File: config.mk
export PLATFORM = sky130hd
export DESIGN_NAME = seg_share_arb
export DESIGN_NICKNAME = d
export VERILOG_FILES = /design/src/rtl/seg_share_arb.sv
export SDC_FILE = /design/constraint.sdc
export NUM_CORES = 1
export LEC_CHECK = 0
export BUFFER_PORTS_ARGS = -buffer_cell sky130_fd_sc_hd__buf_4
export CAP_MARGIN = 15
export CORE_ASPECT_RATIO = 0.6
export CORE_MARGIN = 1
export CORE_UTILIZATION = 28
export DETAILED_ROUTE_END_ITERATION = 16
export SLEW_MARGIN = 5
export SYNTH_ARGS = -nofsm -noshare
export SYNTH_HDL_FRONTEND = slang
export SYNTH_SLANG_ARGS = --single-unit
File: constraint.sdc
create_clock -name clk -period 5.75 [get_ports clk]
set_input_delay 1.15 -clock clk [delete_from_list [all_inputs] [get_ports clk]]
set_output_delay 1.15 -clock clk [all_outputs]
set_load 0.01 [all_outputs]
File: src/rtl/seg_share_arb.sv
// seg_share_arb
//   Lets two clients share one 7-segment digit. Each client has a request
//   and a BCD digit. Once a client is granted the display, it keeps it for
//   at least DWELL prescaler ticks. A tie between the two clients goes to
//   the client that was not served last.
//
// Parameters
//   TICK_MAX  prescaler terminal count; one tick every TICK_MAX+1 clocks
//   DWELL     minimum number of ticks a grant is held (1..15)
//
// Ports
//   clk        single clock, rising edge
//   reset      asynchronous reset, active low
//   req_a      client A requests the display
//   digit_a    client A BCD digit
//   req_b      client B requests the display
//   digit_b    client B BCD digit
//   gnt_a      registered; display owned by A
//   gnt_b      registered; display owned by B
//   seg        active-high segments, bit6 = a ... bit0 = g
//   bad_digit  latched digit is above 9
module seg_share_arb #(
  parameter int TICK_MAX = 50000000,
  parameter int DWELL    = 4
) (
  input  logic       clk,
  input  logic       reset,
  input  logic       req_a,
  input  logic [3:0] digit_a,
  input  logic       req_b,
  input  logic [3:0] digit_b,
  output logic       gnt_a,
  output logic       gnt_b,
  output logic [6:0] seg,
  output logic       bad_digit
);

  typedef enum logic [1:0] {
    IDLE  = 2'd0,
    OWN_A = 2'd1,
    OWN_B = 2'd2
  } state_t;

  localparam logic [26:0] TICK_TC  = 27'(TICK_MAX);
  localparam logic [3:0]  DWELL_TC = 4'(DWELL);

  state_t      state_q, state_d;
  logic [26:0] presc_q, presc_d;
  logic [3:0]  dwell_q, dwell_d;
  logic [3:0]  digit_q, digit_d;
  logic        last_b_q, last_b_d;
  logic        gnt_a_q, gnt_b_q;

  logic tick;
  logic done;
  logic entry_a;
  logic entry_b;

  // Bit 7 flags a non-BCD digit; bits 6:0 are the segment pattern.
  function automatic logic [7:0] seg_decode(input logic [3:0] d);
    logic [7:0] r;
    case (d)
      4'd0:    r = 8'b0_1111110;
      4'd1:    r = 8'b0_0110000;
      4'd2:    r = 8'b0_1101101;
      4'd3:    r = 8'b0_1111001;
      4'd4:    r = 8'b0_0110011;
      4'd5:    r = 8'b0_1011011;
      4'd6:    r = 8'b0_1011111;
      4'd7:    r = 8'b0_1110000;
      4'd8:    r = 8'b0_1111111;
      4'd9:    r = 8'b0_1111011;
      default: r = 8'b1_0000001;
    endcase
    return r;
  endfunction

  // Free-running prescaler
  assign tick    = (presc_q == TICK_TC);
  assign presc_d = tick ? 27'd0 : presc_q + 27'd1;

  always_ff @(posedge clk or negedge reset) begin
    if (!reset) presc_q <= '0;
    else        presc_q <= presc_d;
  end

  assign done = (dwell_q == DWELL_TC);

  // FSM state register
  always_ff @(posedge clk or negedge reset) begin
    if (!reset) state_q <= IDLE;
    else        state_q <= state_d;
  end

  // FSM next state
  always_comb begin
    state_d = state_q;
    case (state_q)
      IDLE: begin
        if (req_a && req_b) state_d = last_b_q ? OWN_A : OWN_B;
        else if (req_a)     state_d = OWN_A;
        else if (req_b)     state_d = OWN_B;
      end
      OWN_A: begin
        // Until the dwell expires the grant is held whatever the requests do.
        if (done) begin
          if (req_b)      state_d = OWN_B;
          else if (!req_a) state_d = IDLE;
        end
      end
      OWN_B: begin
        if (done) begin
          if (req_a)      state_d = OWN_A;
          else if (!req_b) state_d = IDLE;
        end
      end
      default: state_d = IDLE;
    endcase
  end

  // FSM outputs: seg and bad_digit are decoded from the current state and
  // the latched digit, so they follow reset immediately.
  always_comb begin
    logic [7:0] dec;
    dec       = seg_decode(digit_q);
    seg       = 7'b0000000;
    bad_digit = 1'b0;
    if (state_q != IDLE) begin
      seg       = dec[6:0];
      bad_digit = dec[7];
    end
  end

  // Dwell counter, digit latch and fairness flag
  assign entry_a = (state_d == OWN_A) && (state_q != OWN_A);
  assign entry_b = (state_d == OWN_B) && (state_q != OWN_B);

  always_comb begin
    dwell_d  = dwell_q;
    digit_d  = digit_q;
    last_b_d = last_b_q;

    // On entry, a tick in the same cycle is ignored, so the dwell always
    // starts from a full count.
    if (entry_a || entry_b)             dwell_d = 4'd0;
    else if (state_d == IDLE)           dwell_d = 4'd0;
    else if (tick && !done)             dwell_d = dwell_q + 4'd1;

    if (entry_a)                        digit_d = digit_a;
    else if (entry_b)                   digit_d = digit_b;
    else if (state_q == OWN_A && req_a) digit_d = digit_a;
    else if (state_q == OWN_B && req_b) digit_d = digit_b;

    if (entry_a)      last_b_d = 1'b0;
    else if (entry_b) last_b_d = 1'b1;
  end

  always_ff @(posedge clk or negedge reset) begin
    if (!reset) begin
      dwell_q  <= '0;
      digit_q  <= '0;
      last_b_q <= 1'b1;
      gnt_a_q  <= 1'b0;
      gnt_b_q  <= 1'b0;
    end else begin
      dwell_q  <= dwell_d;
      digit_q  <= digit_d;
      last_b_q <= last_b_d;
      gnt_a_q  <= (state_d == OWN_A);
      gnt_b_q  <= (state_d == OWN_B);
    end
  end

  assign gnt_a = gnt_a_q;
  assign gnt_b = gnt_b_q;

endmodule

### Word-level counts from Yosys, hierarchy flattened

Memory sizes are Yosys's and may differ from the RTL's.
Index checks and enable logic that the tools add are counted.

* input bits: 12
* word-level logic and storage cells: 55
* memories: 1
* flip-flop bits (word level): 40
* memory bits (read-only): 128

* add/sub/neg operators: 2
* reduce and logical (&&, ||, !) cells: 14
* equal/unequal tests: 8
* mux-type cells: 23

Memories
* (no name shown): depth 16, width 8, rd ports 1, clocked after memory_dff 0, wr ports 0, RTL line 62 `case (d)`

Operators by type and width (number)
* $mux 4: 7
* $add 27x1->27 const B: 1
* $eq 27x26->1 const B: 1
* $mux 27: 1
* $mux 2: 10
* $mux 7: 1
* $logic_and 1x1->1: 6
* $pmux 2 s3: 1
* $add 4x1->4 const B: 1
* $eq 2x1->1 const B: 2
* $eq 2x2->1 const B: 2
* $eq 4x3->1 const B: 1
* $logic_not 2->1: 2
* $reduce_bool 2->1: 2
* $reduce_bool 4->1: 1
* $mux 1: 3
* $reduce_bool 3->1: 1
* $ne 2x1->1 const B: 1
* $ne 2x2->1 const B: 1
* $logic_not 1->1: 1
* $logic_or 1x1->1: 1

### Depth between registers and ports, before layout

Gate-level depths: netlist of the first run.

* depth in word-level cells: 8
* gate-level depth with buffers: 7

### Worst setup path after synthesis of the first run

OpenSTA, ideal clock, no wires.

* kind: reg2out
* start: register digit_q[1]
* end: output seg[3]
* arrival: 1093 ps
* path buffers: 0
* path slack: 3507 ps
* cell stages (with the launch flop): 5
* cells stage by stage: dfrtp_1 -> inv_1 -> ha_1 -> a211oi_1 -> nor2_1

* cells in the longest elaborated chain, start to end: 2

RTL lines
* from (decl): RTL line 50 `logic [3:0] digit_q, digit_d;`
* from (signal assigned): RTL line 167 `digit_q <= digit_d;`
* $mem_v2 16x8
* $mux 7: RTL line 128 `if (state_q != IDLE) begin`
* to (decl): RTL line 34 `output logic [6:0] seg,`

Every way passes these cells.

### Worst setup path after layout of the first run

* start: register digit_q[2]
* end: output seg[5]

The elaborated chain is that of the path after synthesis.

==> summary.md, run 1 <==
| Metric | Value |
|---|---|
| Setup slack at placement | 3.25 ns |
| Pins Over Slew Limit | 0 |
| Setup repair after global routing missed its margin | no |
| Number of nets with antenna violations after routing | 0 |
| Relative contribution of combinational cells to total power | 0.328 |
| Combined flip-flop and latch cell area | 1000 um2 |
| Top-level port count | 22 |
| Hold-fix buffer count after cts | 0 |
| Worst Hold Path Cells | 1 |
| Worst setup skew after layout | 0.00357 ns |
| Outcome | finished, final reports clean |
| First-pass GRT wire length | 9630 um |
| Total standard cell area after synthesis | 2360 um2 |
| Setup-violating endpoint count in the final report | 0 |
| Final std cells w/o fill | 384 |
| Crit path max fanout | 11 |
| Number of instances in the synthesized netlist | 257 |
| Wire length per cell after detailed routing | 14.3 um |
| Internal portion of total power | 0.000620 W |
| Placed Area | 2610 um2 |
| Vias in the first global route | 1880 |
| Final setup TNS | 0 ns |
| Post-layout instance area | 2740 um2 |
| Total power after layout | 0.000947 W |
| Worst R2R Path Depth | 4 |
| Avg Inst Size Synth | 9.17 um2 |
| Top area cells in the synthesized netlist | dfrtp_1, ha_1, xnor2_1, o21ai_0, nor2_1 |
| Proportion of synthesized flip-flops having asynchronous set or reset | 1.00 |
| Total number of nets in the final design | 298 |
| HPWL after DPL | 4010 um |
| Number of synthesized flops with an enable pin | 0 |
| Flop and latch count out of synthesis | 40 |
| Layout cells sized above 1 | 0.130 |
| Worst-margin pin slew | 0.964 ns |
| Area share of the largest cell type after synthesis | 0.414 |
| Clock root buffer master | clkbuf_16 |
| Pleak | 1.17 nW |
| Remaining routing DRC violations | 0 |
| Met1 Track Usage GR | 0.220 |
| Area added between synthesis and finish | 16.3% |
| Final Hold Vio Count | 0 |
| Tmin final | 2.82 ns |
| Number of nets in the synthesized netlist | 279 |
| DR vias | 1983 |
| Timing-limited maximum frequency | 355 MHz |
| Setup fix buffers added after clock tree synthesis | 0 |
| Sequential cell fraction of total power | 0.395 |
| Total core area | 8010 um2 |
| List of cells traversed by the critical path | o21ai_0 > o21ai_0 > a21oi_1 > buf_4 |
| Worst-case setup margin in the final layout | 2.93 ns |
| Site Rows | 25 |
| Maximum cell stage delay along the critical path | 0.52 ns |
| Maximum VDD drop | 0.000129 V |
| Endpoint required time on the critical path | 4.60 ns |
| Antenna violations before repair | 0 |
| Drt first pass iters | 4 |
| Clock Tree Buf Depth | 2 |
| Clk_lat worst skew | 0.28 ns |
| Detailed Route WL | 5500 um |
| Final weighted congestion in routability-driven placement | 0.788 |
| Clock edge transition at the registers on the reported setup and hold paths | 0.06 ns |
| Number of gates given a new drive strength after cts | 0 |
| Psw | 0.000327 W |
| Global routing usage on met3 | 0.0336 |
| Total global routing track utilization | 0.141 |
| Final worst path period share | 0.490 |
| Area taken by multi-input logic gates | 1260 um2 |
| Max stage delay cell, worst path | dfrtp_1 |
| Gr ovfl total | 0 |
| Effective utilization at floorplan | 0.294 |
| Inserted Clock Buffers | 5 |
| Crit Path Class | reg2out |
| Number of port buffers | 21 |
| Ys Warns | 0 |
| Crit path arrival time | 1.67 ns |
| Number of maximum-capacitance constraint violations | 0 |
| Initial detailed-routing violation count | 162 |
| Synth unique cells | 45 |
| Via/cell ratio | 5.16 |
| Die height | 73.1 um |
| Max-Slew Margin vs Limit | 0.356 |
| Cell count after placement | 377 |
| Largest net degree at the start of global routing | 41 |
| Die outline width | 120 um |
| Critical Path Source Type | register |
| Cell taking the most area after synthesis | dfrtp_1 |
| Most used cells in the layout excluding fill and tap cells | dfrtp_1, nor2_1, buf_4, o21ai_0, a21oi_1 |
| Dominant register cell in the synthesized netlist | dfrtp_1 |
| Number of filler cells placed in the layout | 824 |
| Portion of the post-synthesis area used by sequential elements | 0.425 |
| Number of inserted diodes | 0 |
| Share of power burned in the clock network | 0.277 |
| TritonCTS clock tree | yes |
| Busiest grt layer | met1 |
| Type of the tightest min-delay check | reg2reg |
| Sw Ratio | 0.346 |
| Leading cell type in the layout, fill and taps excluded | dfrtp_1 |
| Die area | 8800 um2 |
| Critical path endpoint category | primary output |
| Most used cell, CP | o21ai_0 |
| H-Tree Level Count | 2 |
| Met2 track demand over resource in global routing | 0.183 |
| CTS sink cnt | 40 |
| Power density normalized to cell area | 345 nW/um2 |
==> worst max-delay path, delay by kind of cell, from the launching register on <==
kind,cells,cell delay [ns]
DFF,1,0.52
AOI/OAI and AO/OA,3,0.73
buffers and inverters,1,0.14
==> stage by stage <==
stage,util,hold slack (ns)
2_1_floorplan,-,0.446
3_3_place_gp,0.326,0.488
3_5_place_dp,0.326,0.475
4_1_cts,0.343,0.493
5_1_grt,0.343,0.530
6_report,0.343,0.487
==> power groups by stage <==
| stage | combinational (W) | sequential [W] | clock [W] |
|---|---|---|---|
| global route | 0.000353 | 0.000382 | 0.000284 |
| global placement | 0.000307 | 0.000377 | 0 |
| CTS | 0.000312 | 0.000372 | 0.000271 |
| finish | 0.000310 | 0.000374 | 0.000262 |
| detailed placement | 0.000311 | 0.000377 | 0 |
| floorplan | 0.000215 | 0.000341 | 0 |
==> metal layers <==
metal / vias up / share of wire
met5: - / 0
met4: 0 / 0.0087
met3: 4 / 0.042
met2: 46 / 0.38
met1: 960 / 0.57
li1: 973 / -
==> cell families after synthesis <==
logic type,Yosys count,synth area share
compound gates,54,0.132
xor+xnor,16,0.0594
fa+ha+maj,10,0.0531
buf+inv,23,0.0398
flops,40,0.425
mux,5,0.0212
simple gates,109,0.269
==> sequential cells by signal (all words and copies together) (netlist names) <==
signal and cells:
state_q 2, digit_q 4, dwell_q 4, gnt_a 1
gnt_b 1, presc_q 27, last_b_q 1
==> path summary, 6_finish.rpt <==
path | startpoint | endpoint | slack, ns
worst max register to register | presc_q[6] | presc_q[14] | 3.26
min in group asynchronous | reset | presc_q[15] | 0.85
max in group asynchronous | reset | presc_q[25] | 4.52
worst max-delay path | digit_q[2] | seg[5] | 2.93
worst min-delay path | presc_q[26] | presc_q[26] | 0.49
worst min register to register | presc_q[26] | presc_q[26] | 0.49
==> area by class of cell <==
type / count / area share
flip-flops and latches: 40 / 0.365
clock inverters: 1 / 0.00182
multi-input cells: 194 / 0.460
inverters: 14 / 0.0192
repair buffers: 21 / 0.0575
clock buffers: 6 / 0.0470
well taps: 108 / 0.0493
==> Yosys cell counts (2+ instances only) <==
cell type,number
dfrtp_1,39
o21ai_0,19
or2_2,3
ha_1,10
nor2_1,23
xnor2_1,11
and3_1,7
nand2_1,12
inv_1,14
o21bai_1,3
nor4b_1,2
o31ai_1,4
a21oi_1,17
and4b_1,2
nand4_2,2
and4_1,2
clkbuf_1,7
nor3_1,6
nand2b_1,5
nor2b_1,5
nand4_1,10
or4_1,4
xor2_1,5
mux2i_1,5
a31oi_1,5
nand3_1,12
o211ai_1,2
nor4_1,4
(Power assumes the default switching activity.)
==> run 2, diff against run 1 <==
--- a/config.mk
+++ b/config.mk
@@ -5,6 +5,7 @@
 export SDC_FILE = /design/constraint.sdc
 export NUM_CORES = 1
 export LEC_CHECK = 0
+export ABC_AREA = 1
 export BUFFER_PORTS_ARGS = -buffer_cell sky130_fd_sc_hd__buf_4
 export CAP_MARGIN = 15
 export CORE_ASPECT_RATIO = 0.6
==> constraint.sdc (replaced) <==
create_clock -name clk -period 2.7 [get_ports clk]
set_input_delay 0.54 -clock clk [delete_from_list [all_inputs] [get_ports clk]]
set_output_delay 0.54 -clock clk [all_outputs]
set_load 0.01 [all_outputs]
==> run 2 against run 1 <==
Die area up 19%. Count of clock-buffer cells in the layout shrank 1. Hold slack got worse by 0.25 ns. Non-clock buffer count unchanged. Worst setup slack got worse by 2.4 ns. Synthesized cell count rose by 44%. Critical endpoint is now seg[4]. Highest routed layer unchanged.
==> summary.md, run 2 <==
| Metric | Value |
|---|---|
| Drt first pass iters | 4 (unchanged) |
| Critical path endpoint category | primary output (unchanged) |
| Final Hold Vio Count | 0 (unchanged) |
| Clock edge transition at the registers on the reported setup and hold paths | 0.06 ns (about the same) |
| Total number of nets in the final design | 417 (was 298) |
| DR vias | 2379 (was 1983) |
| Setup-violating endpoint count in the final report | 0 (unchanged) |
| Remaining routing DRC violations | 0 (unchanged) |
| Type of the tightest min-delay check | in2async (was reg2reg) |
| Power density normalized to cell area | 666 nW/um2 (was 345 nW/um2) |
| Inserted Clock Buffers | 5 (unchanged) |
| Register ranked first by flip-flop count | presc_q (unchanged) |
| Endpoint required time on the critical path | 2.16 ns (was 4.60 ns) |
| Worst-margin pin slew | 0.520 ns (was 0.964 ns) |
| Register-to-register path setup slack | 0.97 ns (was 3.26 ns) |
| Die height | 79.7 um (was 73.1 um) |
| Registers with the most flip-flops | presc_q x27, digit_q x4, dwell_q x4 (unchanged) |
| Via/cell ratio | 4.53 (was 5.16) |
| Number of nets in the synthesized netlist | 391 (was 279) |
| Vias in the first global route | 2193 (was 1880) |
| Timing-limited maximum frequency | 466 MHz |
| Ys Warns | 0 (unchanged) |
| Number of filler cells placed in the layout | 986 (was 824) |
| Worst setup startpoint | digit_q[1] (was digit_q[2]) |
| Effective utilization at floorplan | 0.298 (was 0.294) |
| Crit path max fanout | 7 (was 11) |
| Cell taking the most area after synthesis | dfrtp_1 (unchanged) |
| Wire length per cell after detailed routing | 12.5 um (was 14.3 um) |
| Pins Over Slew Limit | 0 (unchanged) |
| Number of nets with antenna violations after routing | 0 (unchanged) |
| Portion of the post-synthesis area used by sequential elements | 0.356 (was 0.425) |
| Leading cell type in the layout, fill and taps excluded | nand2_1 (was dfrtp_1) |
| Die area | 10500 um2 (was 8800 um2) |
| Area share of the largest cell type after synthesis | 0.346 (was 0.414) |
| Setup repair after global routing missed its margin | no (unchanged) |
| Area added between synthesis and finish | 17.4% (was 16.3%) |
| Gr ovfl total | 0 (unchanged) |
| Synth unique cells | 35 (was 45) |
| Number of inserted diodes | 0 (unchanged) |
| Crit path arrival time | 1.60 ns (was 1.67 ns) |
| Detailed Route WL | 6540 um (was 5500 um) |
| Antenna violations before repair | 0 (unchanged) |
| Avg Inst Size Synth | 7.64 um2 (was 9.17 um2) |
| Die outline width | 132 um (was 120 um) |
| Total standard cell area after synthesis | 2820 um2 (was 2360 um2) |
| Top area cells in the synthesized netlist | dfrtp_1, nand2_1, nor2_1, inv_1, nand3_1 (was dfrtp_1, ha_1, xnor2_1, o21ai_0, nor2_1) |
| Number of instances in the synthesized netlist | 369 (was 257) |
| Worst setup skew after layout | 0.00883 ns (was 0.00357 ns) |
| Final setup TNS | 0 ns (unchanged) |
| Largest net degree at the start of global routing | 41 (unchanged) |
| H-Tree Level Count | 2 (unchanged) |
| Library cell with the highest instance count after synthesis | nand2_1 (was dfrtp_1) |
| Pleak | 1.58 nW (was 1.17 nW) |
| CTS sink cnt | 40 (unchanged) |
| Setup fix buffers added after clock tree synthesis | 0 (unchanged) |
| Outcome | finished, final reports clean (unchanged) |
| Critical Path Source Type | register (unchanged) |
| Clock Tree Buf Depth | 2 (unchanged) |
| Final worst path period share | 0.794 |
| Top-level port count | 22 (unchanged) |
| Number of synthesized flops with an enable pin | 0 (unchanged) |
| Final weighted congestion in routability-driven placement | 0.952 (was 0.788) |
| Site Rows | 27 (was 25) |
| Tmin final | 2.14 ns |
| Proportion of synthesized flip-flops having asynchronous set or reset | 1.00 (unchanged) |
| Top cells by count, synth | nand2_1, nor2_1, inv_1 (was dfrtp_1, nor2_1, o21ai_0) |
| TritonCTS clock tree | yes (unchanged) |
| Dominant register cell in the synthesized netlist | dfrtp_1 (unchanged) |
| First-pass GRT wire length | 11200 um (was 9630 um) |
| Clock root buffer master | clkbuf_16 (unchanged) |
| Max reg flops | 27 (unchanged) |
| Most used cells in the layout excluding fill and tap cells | nand2_1, nor2_1, inv_1, dfrtp_1, nand3_1 (was dfrtp_1, nor2_1, buf_4, o21ai_0, a21oi_1) |
| Flop and latch count out of synthesis | 40 (unchanged) |
| Total core area | 9460 um2 (was 8010 um2) |
| Layout cells sized above 1 | 0.218 (was 0.130) |
| Post-layout instance area | 3310 um2 (was 2740 um2) |
| Placed Area | 3120 um2 (was 2610 um2) |
| Hold-fix buffer count after cts | 0 (unchanged) |
| HPWL after DPL | 5190 um (was 4010 um) |
| Clk_lat worst skew | 0.28 ns (about the same) |
| Maximum VDD drop | 0.000430 V (was 0.000129 V) |
| Crit Path Class | reg2out (unchanged) |
| Max-Slew Margin vs Limit | 0.650 (was 0.356) |
| Number of gates given a new drive strength after cts | 0 (unchanged) |
| Critical R2R Launch | presc_q[0] (was presc_q[6]) |
| Number of port buffers | 21 (unchanged) |
| Number of maximum-capacitance constraint violations | 0 (unchanged) |
| Total global routing track utilization | 0.135 (was 0.141) |
| Initial detailed-routing violation count | 194 (was 162) |
## run 2: cell types whose count changed after synthesis, moves of 9 or more
cell / before / now
inv_2: 0 / 11
inv_1: 14 / 46
nand3_1: 12 / 27
o21ai_0: 19 / 5
a21oi_1: 17 / 5
nand2_1: 12 / 78
xor2_1: 5 / 14
nor2_1: 23 / 50
## run 2: kinds of logic (layout without fill, tap and decap cells)
group,Yosys count,after routing,synth area share
adder cells (fa/ha/maj),10,10,0.0444
XOR/XNOR,19,19,0.0590
buffers and inverters,59,85,0.0817
AO/OA/AOI/OAI,18,18,0.0368
AND/OR/NAND/NOR,223,223,0.423
flip-flops,40,40,0.356
## run 2: final cells by class
cell class                 instances  area, um2  area share
clock buffer                       5        125      0.0378
timing repair buffer              21        158      0.0477
clock inverter                     2       60.1      0.0182
tap                              130        163      0.0492
inverter                          57        214      0.0647
multi-input combinational        270       1590       0.480
sequential                        40       1000       0.303
## run 2: critical path, cell delays in order, from the launching register on
cell     delay [ns]
dfrtp_1        0.45
o21ai_0        0.26
o21ai_0        0.26
a31oi_1        0.21
buf_4          0.14
## run 2: routing by layer
metal	up-vias	track usage	share of wire
met5	-	0	0
met4	0	0.0244	0.0047
met3	4	0.0337	0.090
met2	71	0.175	0.36
met1	1086	0.215	0.54
li1	1218	-	-
## run 2: path summary, 6_finish.rpt
path / to / depth (start not counted)
min in group clk: last_b_q / 2
setup / recovery: seg[4] / 4
hold / removal: digit_q[2] / 1
hold reg to reg: last_b_q / 2
setup reg to reg: dwell_q[2] / 10
max in group asynchronous: last_b_q / 1
## run 2: where the power goes
group          switching, W  total [W]  internal [W]
Combinational      0.000403   0.000716      0.000312
Clock              0.000229   0.000754      0.000524
Sequential        0.0000745   0.000734      0.000660
Total              0.000707    0.00220       0.00150
## run 2: metrics by stage
stage / worst slack [ns] / instances / hold slack [ns] / total power [W] / utilization
after global routing: 0.404 / 525 / 0.282 / 0.00236 / 0.350
after detailed placement: 0.841 / 518 / 0.492 / 0.00146 / 0.330
after floorplan: 1.01 / 369 / 0.244 / 0.00117 / -
after global placement: 0.940 / 518 / 0.490 / 0.00145 / 0.330
final: 0.556 / 525 / 0.238 / 0.00220 / 0.350
after CTS: 0.527 / 525 / 0.263 / 0.00223 / 0.350
